--- src/rtl/ceespu_int_controller_pkg.sv ---
// Shared constants for the ceespu interrupt controller: register map,
// source count and FSM state encoding.
package ceespu_int_controller_pkg;

    localparam int INTC_NUM_SRC = 4;

    localparam logic [1:0] INTC_ADDR_ENABLE  = 2'd0;
    localparam logic [1:0] INTC_ADDR_PENDING = 2'd1;
    localparam logic [1:0] INTC_ADDR_STATUS  = 2'd2;
    localparam logic [1:0] INTC_ADDR_TRIGGER = 2'd3;

    typedef enum logic [1:0] {
        INTC_IDLE = 2'd0,
        INTC_REQ  = 2'd1,
        INTC_GAP  = 2'd2
    } intc_state_t;

endpackage

--- src/rtl/ceespu_irq_sync.sv ---
// One interrupt line: multi-flop synchronizer followed by either a rising
// edge detector or a plain level pass-through, selected by LEVEL.
module ceespu_irq_sync #(
    parameter int SYNC_STAGES = 2,
    parameter bit LEVEL       = 1'b0
) (
    input  logic I_clk,
    input  logic I_rst,
    input  logic I_irq,
    output logic O_set
);

    logic [SYNC_STAGES-1:0] r_sync;
    logic                   r_prev;
    logic                   w_sync_out;

    assign w_sync_out = r_sync[SYNC_STAGES-1];

    // Shift the asynchronous line through the chain; r_prev remembers the
    // previous synchronized value for edge detection.
    always_ff @(posedge I_clk or posedge I_rst) begin
        if (I_rst) begin
            r_sync <= '0;
            r_prev <= 1'b0;
        end else begin
            r_sync <= {r_sync[SYNC_STAGES-2:0], I_irq};
            r_prev <= w_sync_out;
        end
    end

    // Level sources request every cycle the line is high; edge sources only
    // on the first synchronized cycle after a 0->1 transition.
    assign O_set = LEVEL ? w_sync_out : (w_sync_out & ~r_prev);

endmodule

--- src/rtl/ceespu_int_controller.sv ---
// Interrupt controller: captures four request lines into a pending register,
// masks them with a software enable, and holds one prioritized request to the
// decode stage until it is acknowledged. A 4-word register window on the data
// bus exposes enable, pending, status and a software trigger.
module ceespu_int_controller
    import ceespu_int_controller_pkg::*;
#(
    parameter int                      SYNC_STAGES = 2,
    parameter logic [INTC_NUM_SRC-1:0] LEVEL_MASK  = 4'b0000
) (
    input  logic        I_clk,
    input  logic        I_rst,
    input  logic [3:0]  I_irq,
    input  logic        I_int_ack,
    input  logic        I_memE,
    input  logic        I_memWe,
    input  logic [1:0]  I_addr,
    input  logic [31:0] I_data,
    output logic [31:0] O_data,
    output logic        O_int,
    output logic [1:0]  O_int_vector
);

    intc_state_t             r_state;
    logic [INTC_NUM_SRC-1:0] r_pending;
    logic [INTC_NUM_SRC-1:0] r_enable;
    logic [1:0]              r_vec;
    logic                    r_int;
    logic [31:0]             r_data;

    logic [INTC_NUM_SRC-1:0] w_hw_set;
    logic [INTC_NUM_SRC-1:0] w_pending_next;
    logic [INTC_NUM_SRC-1:0] w_req;
    logic [1:0]              w_req_vec;
    logic                    w_req_any;
    logic                    w_wr;
    logic                    w_rd;
    logic                    w_ack_take;
    logic                    w_unused_data;

    assign w_wr       = I_memE &  I_memWe;
    assign w_rd       = I_memE & ~I_memWe;
    assign w_ack_take = I_int_ack && (r_state == INTC_REQ);

    // Only the low nibble of write data is architecturally meaningful.
    assign w_unused_data = ^I_data[31:INTC_NUM_SRC];

    // Per-line synchronizer and edge/level detection.
    genvar gi;
    generate
        for (gi = 0; gi < INTC_NUM_SRC; gi++) begin : g_sync
            ceespu_irq_sync #(
                .SYNC_STAGES (SYNC_STAGES),
                .LEVEL       (LEVEL_MASK[gi])
            ) u_sync (
                .I_clk (I_clk),
                .I_rst (I_rst),
                .I_irq (I_irq[gi]),
                .O_set (w_hw_set[gi])
            );
        end
    endgenerate

    // Pending next-state: clears (ack, W1C) are applied first so that a
    // simultaneous hardware or TRIGGER set always wins.
    always_comb begin
        w_pending_next = r_pending;
        if (w_ack_take) begin
            w_pending_next[r_vec] = 1'b0;
        end
        if (w_wr && (I_addr == INTC_ADDR_PENDING)) begin
            w_pending_next = w_pending_next & ~I_data[INTC_NUM_SRC-1:0];
        end
        w_pending_next = w_pending_next | w_hw_set;
        if (w_wr && (I_addr == INTC_ADDR_TRIGGER)) begin
            w_pending_next = w_pending_next | I_data[INTC_NUM_SRC-1:0];
        end
    end

    // Priority encoder: lowest set index of the enabled pending requests.
    always_comb begin
        w_req     = r_pending & r_enable;
        w_req_any = |w_req;
        w_req_vec = 2'd0;
        for (int i = INTC_NUM_SRC - 1; i >= 0; i--) begin
            if (w_req[i]) begin
                w_req_vec = 2'(i);
            end
        end
    end

    // Pending and enable registers.
    always_ff @(posedge I_clk or posedge I_rst) begin
        if (I_rst) begin
            r_pending <= '0;
            r_enable  <= '0;
        end else begin
            r_pending <= w_pending_next;
            if (w_wr && (I_addr == INTC_ADDR_ENABLE)) begin
                r_enable <= I_data[INTC_NUM_SRC-1:0];
            end
        end
    end

    // Registered read port; holds its value until the next read.
    always_ff @(posedge I_clk or posedge I_rst) begin
        if (I_rst) begin
            r_data <= '0;
        end else if (w_rd) begin
            case (I_addr)
                INTC_ADDR_ENABLE:  r_data <= {28'd0, r_enable};
                INTC_ADDR_PENDING: r_data <= {28'd0, r_pending};
                INTC_ADDR_STATUS:  r_data <= {28'd0,
                                              (r_state == INTC_GAP),
                                              (r_state == INTC_REQ),
                                              r_vec};
                default:           r_data <= '0;
            endcase
        end
    end

    // Request handshake FSM. Once in REQ the request is held regardless of
    // mask or pending changes, since decode may already have taken it. GAP
    // forces one low cycle on O_int; if more work is waiting at that point it
    // goes straight back to REQ so the low gap is exactly one cycle.
    always_ff @(posedge I_clk or posedge I_rst) begin
        if (I_rst) begin
            r_state <= INTC_IDLE;
            r_vec   <= 2'd0;
            r_int   <= 1'b0;
        end else begin
            case (r_state)
                INTC_IDLE: begin
                    if (w_req_any) begin
                        r_state <= INTC_REQ;
                        r_vec   <= w_req_vec;
                        r_int   <= 1'b1;
                    end
                end
                INTC_REQ: begin
                    if (I_int_ack) begin
                        r_state <= INTC_GAP;
                        r_int   <= 1'b0;
                    end
                end
                INTC_GAP: begin
                    if (w_req_any) begin
                        r_state <= INTC_REQ;
                        r_vec   <= w_req_vec;
                        r_int   <= 1'b1;
                    end else begin
                        r_state <= INTC_IDLE;
                    end
                end
                default: begin
                    r_state <= INTC_IDLE;
                    r_int   <= 1'b0;
                end
            endcase
        end
    end

    assign O_int        = r_int;
    assign O_int_vector = r_vec;
    assign O_data       = r_data;

endmodule

--- config.mk ---
export PLATFORM = sky130hd
export DESIGN_NAME = ceespu_int_controller
export DESIGN_NICKNAME = d
export VERILOG_FILES = /design/src/rtl/ceespu_int_controller_pkg.sv /design/src/rtl/ceespu_irq_sync.sv /design/src/rtl/ceespu_int_controller.sv
export SDC_FILE = /design/constraint.sdc
export NUM_CORES = 1
export LEC_CHECK = 0
export CORE_UTILIZATION = 41
export DETAILED_ROUTE_END_ITERATION = 6
export PLACE_DENSITY_LB_ADDON = 0.2
export SLEW_MARGIN = 40
export SYNTH_ARGS = -nofsm -noshare
export SYNTH_HDL_FRONTEND = slang
export SYNTH_SLANG_ARGS = --single-unit
export TNS_END_PERCENT = 20
--- constraint.sdc ---
create_clock -name I_clk -period 2.36 [get_ports I_clk]
set_input_delay 0.472 -clock I_clk [delete_from_list [all_inputs] [get_ports I_clk]]
set_output_delay 0.472 -clock I_clk [all_outputs]
set_load 0.02 [all_outputs]
---- Word-level counts from Yosys, hierarchy flattened ----
Index checks and enable logic that the tools add are counted.
Widths: inputs -> output; s select.
operators by class
  order comparisons ....................... 2
  equality and inequality tests ........... 8
  muxes and demuxes ....................... 17
  bitwise operators ....................... 18
  reduce and logical (&&, ||, !) cells .... 12
operator list
  kind                number
  $and 4x4->4         3
  $mux 2              6
  $mux 4              3
  $pmux 4 s3          1
  $not 4->4           2
  $or 4x4->4          2
  $and 1x1->1         6
  $eq 2x2->1 const B  3
  $pmux 2 s3          1
  $reduce_and 2->1    3
  $logic_and 1x1->1   5
  $not 1->1           5
  $eq 2x1->1 const B  2
  $logic_not 2->1     2
  $mux 1              4
  $ne 2x2->1 const B  2
  $reduce_or 4->1     1
  $lt 2x3->1 const B  1
  $demux 1 s2         1
  $ge 2x1->1 const B  1
  $ne 2x1->1 const B  1
  $pmux 1 s2          1
  $reduce_or 2->1     1
storage, ports and cells
  register bits after elaboration ......... 57
  input bits .............................. 43
  output and inout port bits .............. 35
  logic and storage cells ................. 71

---- Logic depth before layout (Yosys ltp) ----
  word-level depth ........................ 12
  mapped depth ............................ 5
  mapped depth without buffers ............ 4

---- Modules after synthesis ----
A second synthesis with hierarchy kept.
unflattened totals
  cell total of the unflattened synthesis .. 124
  area total of the unflattened synthesis .. 1431.4 µm²
modules (own cells, without submodules)
  module                 instances  cells an instance  area an instance (µm²)  seq. area each (µm²)
  ceespu_int_controller  1          104                1061.0                  425.4
  ceespu_irq_sync        4          5                  92.6                    75.1

---- Worst setup path after synthesis ----
OpenSTA, ideal clock, no wires.
  path type ............................... input port to flip-flop
  start ................................... input I_addr[0]
  end ..................................... register r_pending[2]
  setup time .............................. 126 ps
  data arrival time ....................... 1251 ps
  data required time ...................... 2234 ps
  path slack .............................. 983 ps
  stages .................................. 4
  path buffers ............................ 1
  path through ............................ buf_4 -> and4b_1 -> a21oi_1 -> a221o_1
between the ends
  cells in the longest elaborated chain, start to end .. 6
  elaborated cells between the ends (all ways) .. 8
  classes of those cells .................. 2 x eq/ne; 2 x mux; 2 x bitwise; 2 x reduce/logical
RTL lines
  item                    line                         RTL
  start: declaration      ceespu_int_controller.sv:17  input logic [1:0] I_addr,
  $eq 2x1->1              ceespu_int_controller.sv:71  if (w_wr && (I_addr == INTC_ADDR_PENDING)) begin
  $logic_and 1x1->1       ceespu_int_controller.sv:71
  $mux 4                  ceespu_int_controller.sv:71
  $or 4x4->4              ceespu_int_controller.sv:74  w_pending_next = w_pending_next | w_hw_set;
  $or 4x4->4              ceespu_int_controller.sv:76  w_pending_next = w_pending_next | I_data[INTC_NUM_SRC-1:0];
  $mux 4 (*)              ceespu_int_controller.sv:75  if (w_wr && (I_addr == INTC_ADDR_TRIGGER)) begin
  net w_pending_next[2]   ceespu_int_controller.sv:32  logic [INTC_NUM_SRC-1:0] w_pending_next;
  end signal: assignment  ceespu_int_controller.sv:98  r_pending <= w_pending_next;
  end: declaration        ceespu_int_controller.sv:25  logic [INTC_NUM_SRC-1:0] r_pending;
The timed path passes the listed nets; every way through them passes the cells marked *.
A chain may end at the register's enable or synchronous reset.

---- Worst setup path in the final report ----
  start ................................... register r_vec[0], in the netlist O_int_vector[0]
  end ..................................... output O_int_vector[0]
RTL lines
  item                      line                          RTL
  start: declaration        ceespu_int_controller.sv:27   logic [1:0] r_vec;
  start signal: assignment  ceespu_int_controller.sv:136  r_vec <= w_req_vec;
  start signal: assignment  ceespu_int_controller.sv:149  r_vec <= w_req_vec;
  end: declaration          ceespu_int_controller.sv:21   output logic [1:0] O_int_vector
No word-level cell between the ends.

==> reports/qor.yml <==
status: "finished, final reports clean"
first_iter_violations: 33
area_delta_synth_final_pct: 16.7
holdPathEnd: "g_sync[2].u_sync.r_sync[1]$_DFF_PP0_"
worstHoldPathType: "flop to flop"
worstPathArrival_ns: 1.48
hold_depth: 0
coreArea_um2: 3130
period_share_pct: 82.5
grt_pass1_wl_um: 3870
drc: 0
hold_viol_final: 0
crit_family: "buffers and inverters"
worstPathRequired_ns: 1.89
crit_fanout: 7
wl_per_cell_um: 11.3
yosysWarnings: 0
yosys.area_share.simple_pct: 11.3
synth_compound_area_share_pct: 11.2
gr-total-overflow: 0
setup-tns-final_ns: 0
r2r-start: "r_state[1]$_DFFE_PP0P_"
pin_count: 78
cp-start-kind: "flop"
avgSynthCellArea_um2: 10.9
ys_ff_latch: 29
dieWidth_um: 60.0
n_antenna_cell: 0
min_from: "g_sync[2].u_sync.r_sync[0]$_DFF_PP0_"
post_cts_buffers: 0
cts.sinks: 29
rsz0062_at_grt: "false"
path_buf_inv: 1
drt_pre_antenna_iters: 4
syn-cell-area_um2: 1380
drv_cap: 0
vias_per_cell: 4.48
track_usage_pct: 15.3
clock_latency_ns: 0.32
critPathKind: "flop to output port"
nNetsFinal: 197
cp-end-kind: "output port"
fillCellCount: 292
clock.fmax_ghz: 0.514
cpMaxStageDelayCell: "clkdlybuf4s50_1"
clock_path_buffers: 2
portBuffers: 21
yosys.area_share.adder_pct: 0
setup_ws_ns: 0.413
grt_pass1_vias: 870
preCtsSetupSlack_ns: 0.381
wirelength_um: 2250
synthMuxAreaShare_pct: 7.80
powerDensity_nw_per_um2: 937
start_util_pct: 44.1
p_leak_nw: 0.729
grt_antenna_before_repair: 0
period_needed_ns: 1.95
setup_viol: 0
worstPathCellList: "clkdlybuf4s50_1"
gp_congestion: 0.849
final_max_slew_viol_count: 0
dieArea_um2: 3600
ff2ff_path_depth: 4
netlist_instances: 127
cts_root_buffer: "clkbuf_4"
die_y_um: 60.0
postRouteAntennaNets: 0
vdd_drop_max_mv: 0.388
numCtsBuffers: 5
crit_cells: 1
synth_xor_area_share_pct: 0
cts-htree-levels: 2
dp_hpwl_um: 1670
synth_top_family_by_area: "buffers and inverters"
ff2ff_setup_slack_ns: 0.97
ys_types: 21
skew_ns: 0.00964
clk_pin_slew_ns: 0.09
rows: 20
utilization_pct: 51.5
cts_tree: "yes"
hold_buffers: 0
grt_start_max_net_pins: 30
drive_gt1_share_pct: 11.6
vias: 892
cts_resized: 0
synth_seq_area_share_pct: 52.6
reg2reg_to: "r_pending[2]$_DFF_PP0_"
crit_path_max_incr_delay_ns: 0.66
[cell usage after synthesis, drive strengths merged]
library cell  number  area share (%)
and4b              1            0.73
o311ai             1            0.63
mux2               6             4.9
nor3b              1            0.91
dfrtp             29              53
a31oi              1            0.45
nand2              7             1.9
buf               30              16
nor3               1            0.73
o22a               1            0.63
a32oi              2             1.3
a21oi             12             4.4
conb               1            0.27
nor2b              6             2.7
nand3b             1            0.54
a221o              3             2.2
mux2i              4             2.9
nor2              14             3.8
inv                3            0.82
a22oi              3             1.6
[where the power goes]
group / switching [W] / internal, W
sequential: 0.000118 / 0.000602
clock: 0.000170 / 0.000172
combinational: 0.000228 / 0.000219
[how the worst max path moves through the flow]
stage | from | to
after floorplan | I_addr[0] | r_pending[2]$_DFF_PP0_
after global placement | I_addr[1] | r_pending[2]$_DFF_PP0_
after detailed placement | I_addr[0] | r_enable[2]$_DFFE_PP0P_
after CTS | O_int_vector[0]$_DFFE_PP0P_ | O_int_vector[0]
after global routing | O_int_vector[0]$_DFFE_PP0P_ | O_int_vector[0]
final | O_int_vector[0]$_DFFE_PP0P_ | O_int_vector[0]
[registers in the layout, indices dropped and copies added (netlist names)]
name and cells:
g_sync.u_sync.r_sync 8, g_sync.u_sync.r_prev 4, r_state 2, O_int 1, r_pending 4, O_int_vector 2, O_data 4, r_enable 4
[cell families (layout without fill, tap and decap cells)]
logic type | after synthesis | after routing
AO/OA/AOI/OAI | 23 | 23
AND/OR/NAND/NOR | 31 | 31
flip-flops | 29 | 29
multiplexers | 10 | 10
buffers and inverters | 33 | 34
other | 1 | 28
[placed cells by master, fill, tap and decap left out, types with 2 or more instances in the layout]
master,n
a21oi_1,12
a221o_1,3
a22oi_1,3
a32oi_1,2
buf_4,2
clkbuf_4,5
clkbuf_8,2
clkdlybuf4s50_1,21
conb_1,28
dfrtp_1,29
inv_1,3
mux2_2,6
mux2i_1,4
nand2_1,7
nor2_1,14
nor2b_1,6
[final cells by class]
cell class / count / area, um2 / share of cell area [%]
Sequential cell: 29 / 726 / 45.1
Multi-Input combinational cell: 92 / 523 / 32.5
Timing Repair Buffer: 23 / 225 / 14.0
Clock buffer: 7 / 65.1 / 4.04
Tap cell: 44 / 55.1 / 3.42
Inverter: 3 / 11.3 / 0.699
Clock inverter: 1 / 5.00 / 0.311
[per-layer routing]
metal / routed length (um) / vias up / global-route usage, %
li1: - / 431 / -
met1: 1030 / 416 / 18.7
met2: 1080 / 43 / 23.7
met3: 138 / 2 / 7.58
met4: 12 / 0 / 4.98
met5: 0 / - / 0
[per-stage QoR]
| stage | hold slack [ns] | std cells | area, um2 | power (W) |
|---|---|---|---|---|
| after detailed placement | 0.336 | 191 | 1540 | 0.00118 |
| final | 0.355 | 199 | 1610 | 0.00151 |
| after floorplan | 0.331 | 154 | 1480 | 0.00103 |
| after global placement | 0.333 | 191 | 1540 | 0.00116 |
| after CTS | 0.358 | 199 | 1610 | 0.00152 |
| after global routing | 0.366 | 199 | 1610 | 0.00161 |
Power figures use the tool's default switching activity.
==> RTL change 1 (config.mk and constraints unchanged) <==
Register the input `I_irq` before use, without a reset. The logic sees it one clock later. The other inputs are not delayed to match.
--- a/src/rtl/ceespu_int_controller.sv
+++ b/src/rtl/ceespu_int_controller.sv
@@ -20,6 +20,12 @@
     output logic        O_int,
     output logic [1:0]  O_int_vector
 );
+
+    logic [3:0] I_irq_q;
+
+    always_ff @(posedge I_clk) begin
+        I_irq_q <= I_irq;
+    end
 
     intc_state_t             r_state;
     logic [INTC_NUM_SRC-1:0] r_pending;
@@ -55,7 +61,7 @@
             ) u_sync (
                 .I_clk (I_clk),
                 .I_rst (I_rst),
-                .I_irq (I_irq[gi]),
+                .I_irq (I_irq_q[gi]),
                 .O_set (w_hw_set[gi])
             );
         end
Formal check against the unedited RTL: not equivalent (a bounded check fails within 10 cycles, from zero or initial values and one cycle with I_rst high).
==> RTL change 1 against the original RTL <==
Total power increased by 13%; final area increased by 6.7%; area after synthesis grew 7.5%; global-route usage decreased by 1.8 points; non-clock buffer count fell by 1; wire length rose by 4.5%; critical path depth did not move; combinational power rose by 3%; worst setup slack improved by 46 ps; sequential cell count increased by 4.
==> RTL change 1: results (changes against the original RTL) <==
status:
  status: "complete, no violations"
synth:
  muxShareOfSynthArea_pct: 6.32  # -1.5 points
  synth_cell_types: 31  # +48%
  synthArstFlopShare_pct: 87.9  # -12 points
  synth_compound_area_share_pct: 12.5  # +1.3 points
  avgSynthCellArea_um2: 11.5  # +5.9%
route:
  drtIter0Drc: 45  # +36%
  dr_total_vias: 945  # +5.9%
  viasPerCell: 4.70  # +4.9%
worst_setup_path:
  critical_path.max_stage_delay_ps: 640  # -20 ps
  worstRegToRegCells: 3  # -1
  worstPathMaxFanout: 5  # -2
  r2r-start: "r_state[0]"
  r2r-end: "r_pending[1]"
power_and_ir_drop:
  total_leakage_power_nw: 0.770  # +5.7%
  max-vdd-ir-drop_mv: 0.408  # +5.2%
clock_tree:
  clk_latency_ps: 340  # +20 ps
timing:
  skew_ps: 12.3  # +2.65 ps
finish:
  drive_gt1_share_pct: 12.9  # +1.3 points
  fill_cells: 309  # +5.8%
global_route:
  grt_usage_pct: 13.5  # -1.8 points
  grt.met2_usage_pct: 19.9  # -3.7 points
  grt_pass1_vias: 884  # +1.6%
  grt.met3_usage_pct: 4.04  # -3.5 points
placed_design:
  dpl.cell_count: 193  # +1.0%
[RTL change 1: cell count changes after synthesis, moves of 2 or more]
cell / before / now
inv_1: 3 / 10
a221o_1: 3 / 0
a21oi_1: 12 / 5
mux2i_1: 4 / 0
o221ai_1: 0 / 4
nand2_1: 7 / 4
buf_2: 0 / 2
nand4_1: 0 / 4
o211ai_1: 0 / 2
o21ai_0: 0 / 2
nor2b_1: 6 / 1
o21a_1: 0 / 2
dfxtp_1: 0 / 4
nor2_1: 14 / 4
[RTL change 1: worst min path at each step]
stage / from / to
after global placement: I_irq_q[0] / g_sync[0].u_sync.r_sync[0]
after floorplan: I_irq_q[0] / g_sync[0].u_sync.r_sync[0]
after CTS: I_irq_q[0] / g_sync[0].u_sync.r_sync[0]
after detailed placement: I_irq_q[0] / g_sync[0].u_sync.r_sync[0]
final: I_irq_q[0] / g_sync[0].u_sync.r_sync[0]
after global routing: I_irq_q[0] / g_sync[0].u_sync.r_sync[0]
[RTL change 1: area by class of cell]
class / count / area share [%]
sequential: 33 / 46.9
multi-input combinational: 82 / 29.7
timing repair buffer: 22 / 12.7
tap: 46 / 3.35
clock buffer: 6 / 2.99
clock inverter: 2 / 2.18
inverter: 10 / 2.18
[RTL change 1: per-layer routing]
layer / wire length (um) / vias up
met2: 1090 / 41
met5: 0 / -
met3: 146 / 8
met1: 1060 / 454
met4: 53 / 0
li1: - / 442
[RTL change 1: power groups by stage]
| stage | Sequential (W) | Combinational, W | Clock (W) |
|---|---|---|---|
| global route | 0.000813 | 0.000506 | 0.000483 |
| detailed placement | 0.000803 | 0.000458 | 0 |
| finish | 0.000794 | 0.000460 | 0.000444 |
| floorplan | 0.000804 | 0.000319 | 0 |
| global placement | 0.000800 | 0.000454 | 0 |
| CTS | 0.000791 | 0.000462 | 0.000455 |
==> RTL change 2 (same settings) <==
Made on the original files. `SYNC_STAGES` is set to 2 in 2 places; all go to 4.
--- a/src/rtl/ceespu_irq_sync.sv
+++ b/src/rtl/ceespu_irq_sync.sv
@@ -1,7 +1,7 @@
 // One interrupt line: multi-flop synchronizer followed by either a rising
 // edge detector or a plain level pass-through, selected by LEVEL.
 module ceespu_irq_sync #(
-    parameter int SYNC_STAGES = 2,
+    parameter int SYNC_STAGES = 4,
     parameter bit LEVEL       = 1'b0
 ) (
     input  logic I_clk,
--- a/src/rtl/ceespu_int_controller.sv
+++ b/src/rtl/ceespu_int_controller.sv
@@ -5,7 +5,7 @@
 module ceespu_int_controller
     import ceespu_int_controller_pkg::*;
 #(
-    parameter int                      SYNC_STAGES = 2,
+    parameter int                      SYNC_STAGES = 4,
     parameter logic [INTC_NUM_SRC-1:0] LEVEL_MASK  = 4'b0000
 ) (
     input  logic        I_clk,
Function: changed (Yosys sat finds a counterexample within 10 cycles, from zero or initial values and one cycle with I_rst high).
==> RTL change 2 against the original RTL <==
Total power up 23%; die area is 13% higher; worst setup slack gained 73 ps; final area rose by 15%; utilization down 0.83 points; wire length rose by 7.8%; sequential cell count is 8 higher; critical path depth did not move; hold slack lost 3.6 ps; cell count is 6.0% higher; sequential share of layout area is 4.9 points higher; sequential power grew 19%; area after synthesis is 14% higher; global-route usage fell by 0.43 points; highest routed layer unchanged.
==> RTL change 2: results (changes against the original RTL) <==
status:
  status: "complete, no violations"
global_route:
  grt_util_met1_pct: 17.3  # -1.4 points
  grt.met3_usage_pct: 7.86  # +0.28 points
  grt_max_degree: 38  # +27%
  grt_usage_pct: 14.9  # -0.43 points
  grt_pass1_wl_um: 4460  # +15%
worst_setup_path:
  crit_start: "O_int_vector[1]"
  r2r_setup_slack_ps: 1020  # +50 ps
  worstRegToRegCells: 4  # unchanged
  r2r-end: "r_pending[1]"
  endpoint: "O_int_vector[1]"
  critical_path.max_stage_delay_ps: 650
  worstPathArrival_ps: 1400  # -80 ps
finish:
  drive_gt1_share_pct: 9.82  # -1.8 points
  final_nets: 205  # +4.1%
  largest_reg_flops: 16  # +8
timing:
  skew_ps: 4.99  # -4.65 ps
synth:
  synth_compound_area_share_pct: 10.3  # -0.87 points
  synth_common_cells: "37 x dfrtp_1, 29 x buf_4, 12 x nand2_1"
  synth.area.top_cells: "dfrtp_1 59%, buf_4 14%, mux2_2 3.6%"
  muxShareOfSynthArea_pct: 5.50  # -2.3 points
  synth_cell_types: 27  # +29%
  ys_seq_area_share_pct: 59.0  # +6.4 points
clock_tree:
  cts_root_buf: "clkbuf_8"
  clk_latency_ps: 290  # -30 ps
  clk_pin_slew_ps: 70  # -20 ps
power_and_ir_drop:
  max-vdd-ir-drop_mv: 0.476  # +23%
  total_leakage_power_nw: 0.838  # +15%
placed_design:
  placed_cell_area_mm2: 0.00174  # +13%
  routabilityCongestion: 0.866  # +2.0%
  dp_hpwl_um: 1740  # +4.4%
route:
  viasPerCell: 4.56  # +1.7%
  drtIter0Drc: 55  # +67%
[RTL change 2: changes by cell type in the layout (fill, tap and decap cells not counted), sizes merged, moves of 2 or more]
cell	unedited run	this run
nor2	14	4
clkbuf	7	5
a21oi	12	9
dfrtp	29	37
nand2b	0	2
o21ai	0	5
nand2	7	12
[RTL change 2: area by class of cell]
type                    count  area [um2]
clock buffers               5        68.8
fillers                   332        1810
repair buffers             23         225
flip-flops and latches     37         926
clock inverters             3        46.3
inverters                   3        11.3
multi-input cells          92         517
well taps                  48        60.1
[RTL change 2: through the flow]
| stage | hold WS [ps] | std cells | setup WS (ps) |
|---|---|---|---|
| after CTS | 356 | 211 | 464 |
| after global placement | 335 | 203 | 368 |
| final | 351 | 211 | 486 |
| after detailed placement | 336 | 203 | 392 |
| after global routing | 365 | 211 | 398 |
| after floorplan | 331 | 161 | 908 |
[RTL change 2: cell families (layout without fill, tap and decap cells)]
kind of cell           after synthesis  count (layout)
buffers and inverters               32              34
other                                1              28
AOI/OAI and AO/OA                   25              25
muxes                                8               8
and+or+nand+nor                     31              31
DFF                                 37              37
[RTL change 2: per-layer routing]
| metal | vias to the layer above | share of wire (%) |
|---|---|---|
| met5 | - | 0 |
| met3 | 3 | 7.2 |
| met2 | 36 | 48 |
| met1 | 472 | 43 |
| li1 | 451 | - |
| met4 | 0 | 1.6 |
[RTL change 2: power by group]
part	leakage, nW	switching (W)	internal, W
sequential	0.433	0.000112	0.000747
combinational	0.351	0.000228	0.000219
clock	0.0543	0.000227	0.000316
[RTL change 2: worst min-delay path by stage]
stage	start	to
final	g_sync[3].u_sync.r_sync[2]	g_sync[3].u_sync.r_sync[3]
after global routing	g_sync[0].u_sync.r_sync[0]	g_sync[0].u_sync.r_sync[1]
after CTS	g_sync[2].u_sync.r_sync[1]	g_sync[2].u_sync.r_sync[2]
after detailed placement	g_sync[1].u_sync.r_sync[0]	g_sync[1].u_sync.r_sync[1]
after global placement	g_sync[2].u_sync.r_sync[2]	g_sync[2].u_sync.r_sync[3]
after floorplan	g_sync[0].u_sync.r_sync[0]	g_sync[0].u_sync.r_sync[1]
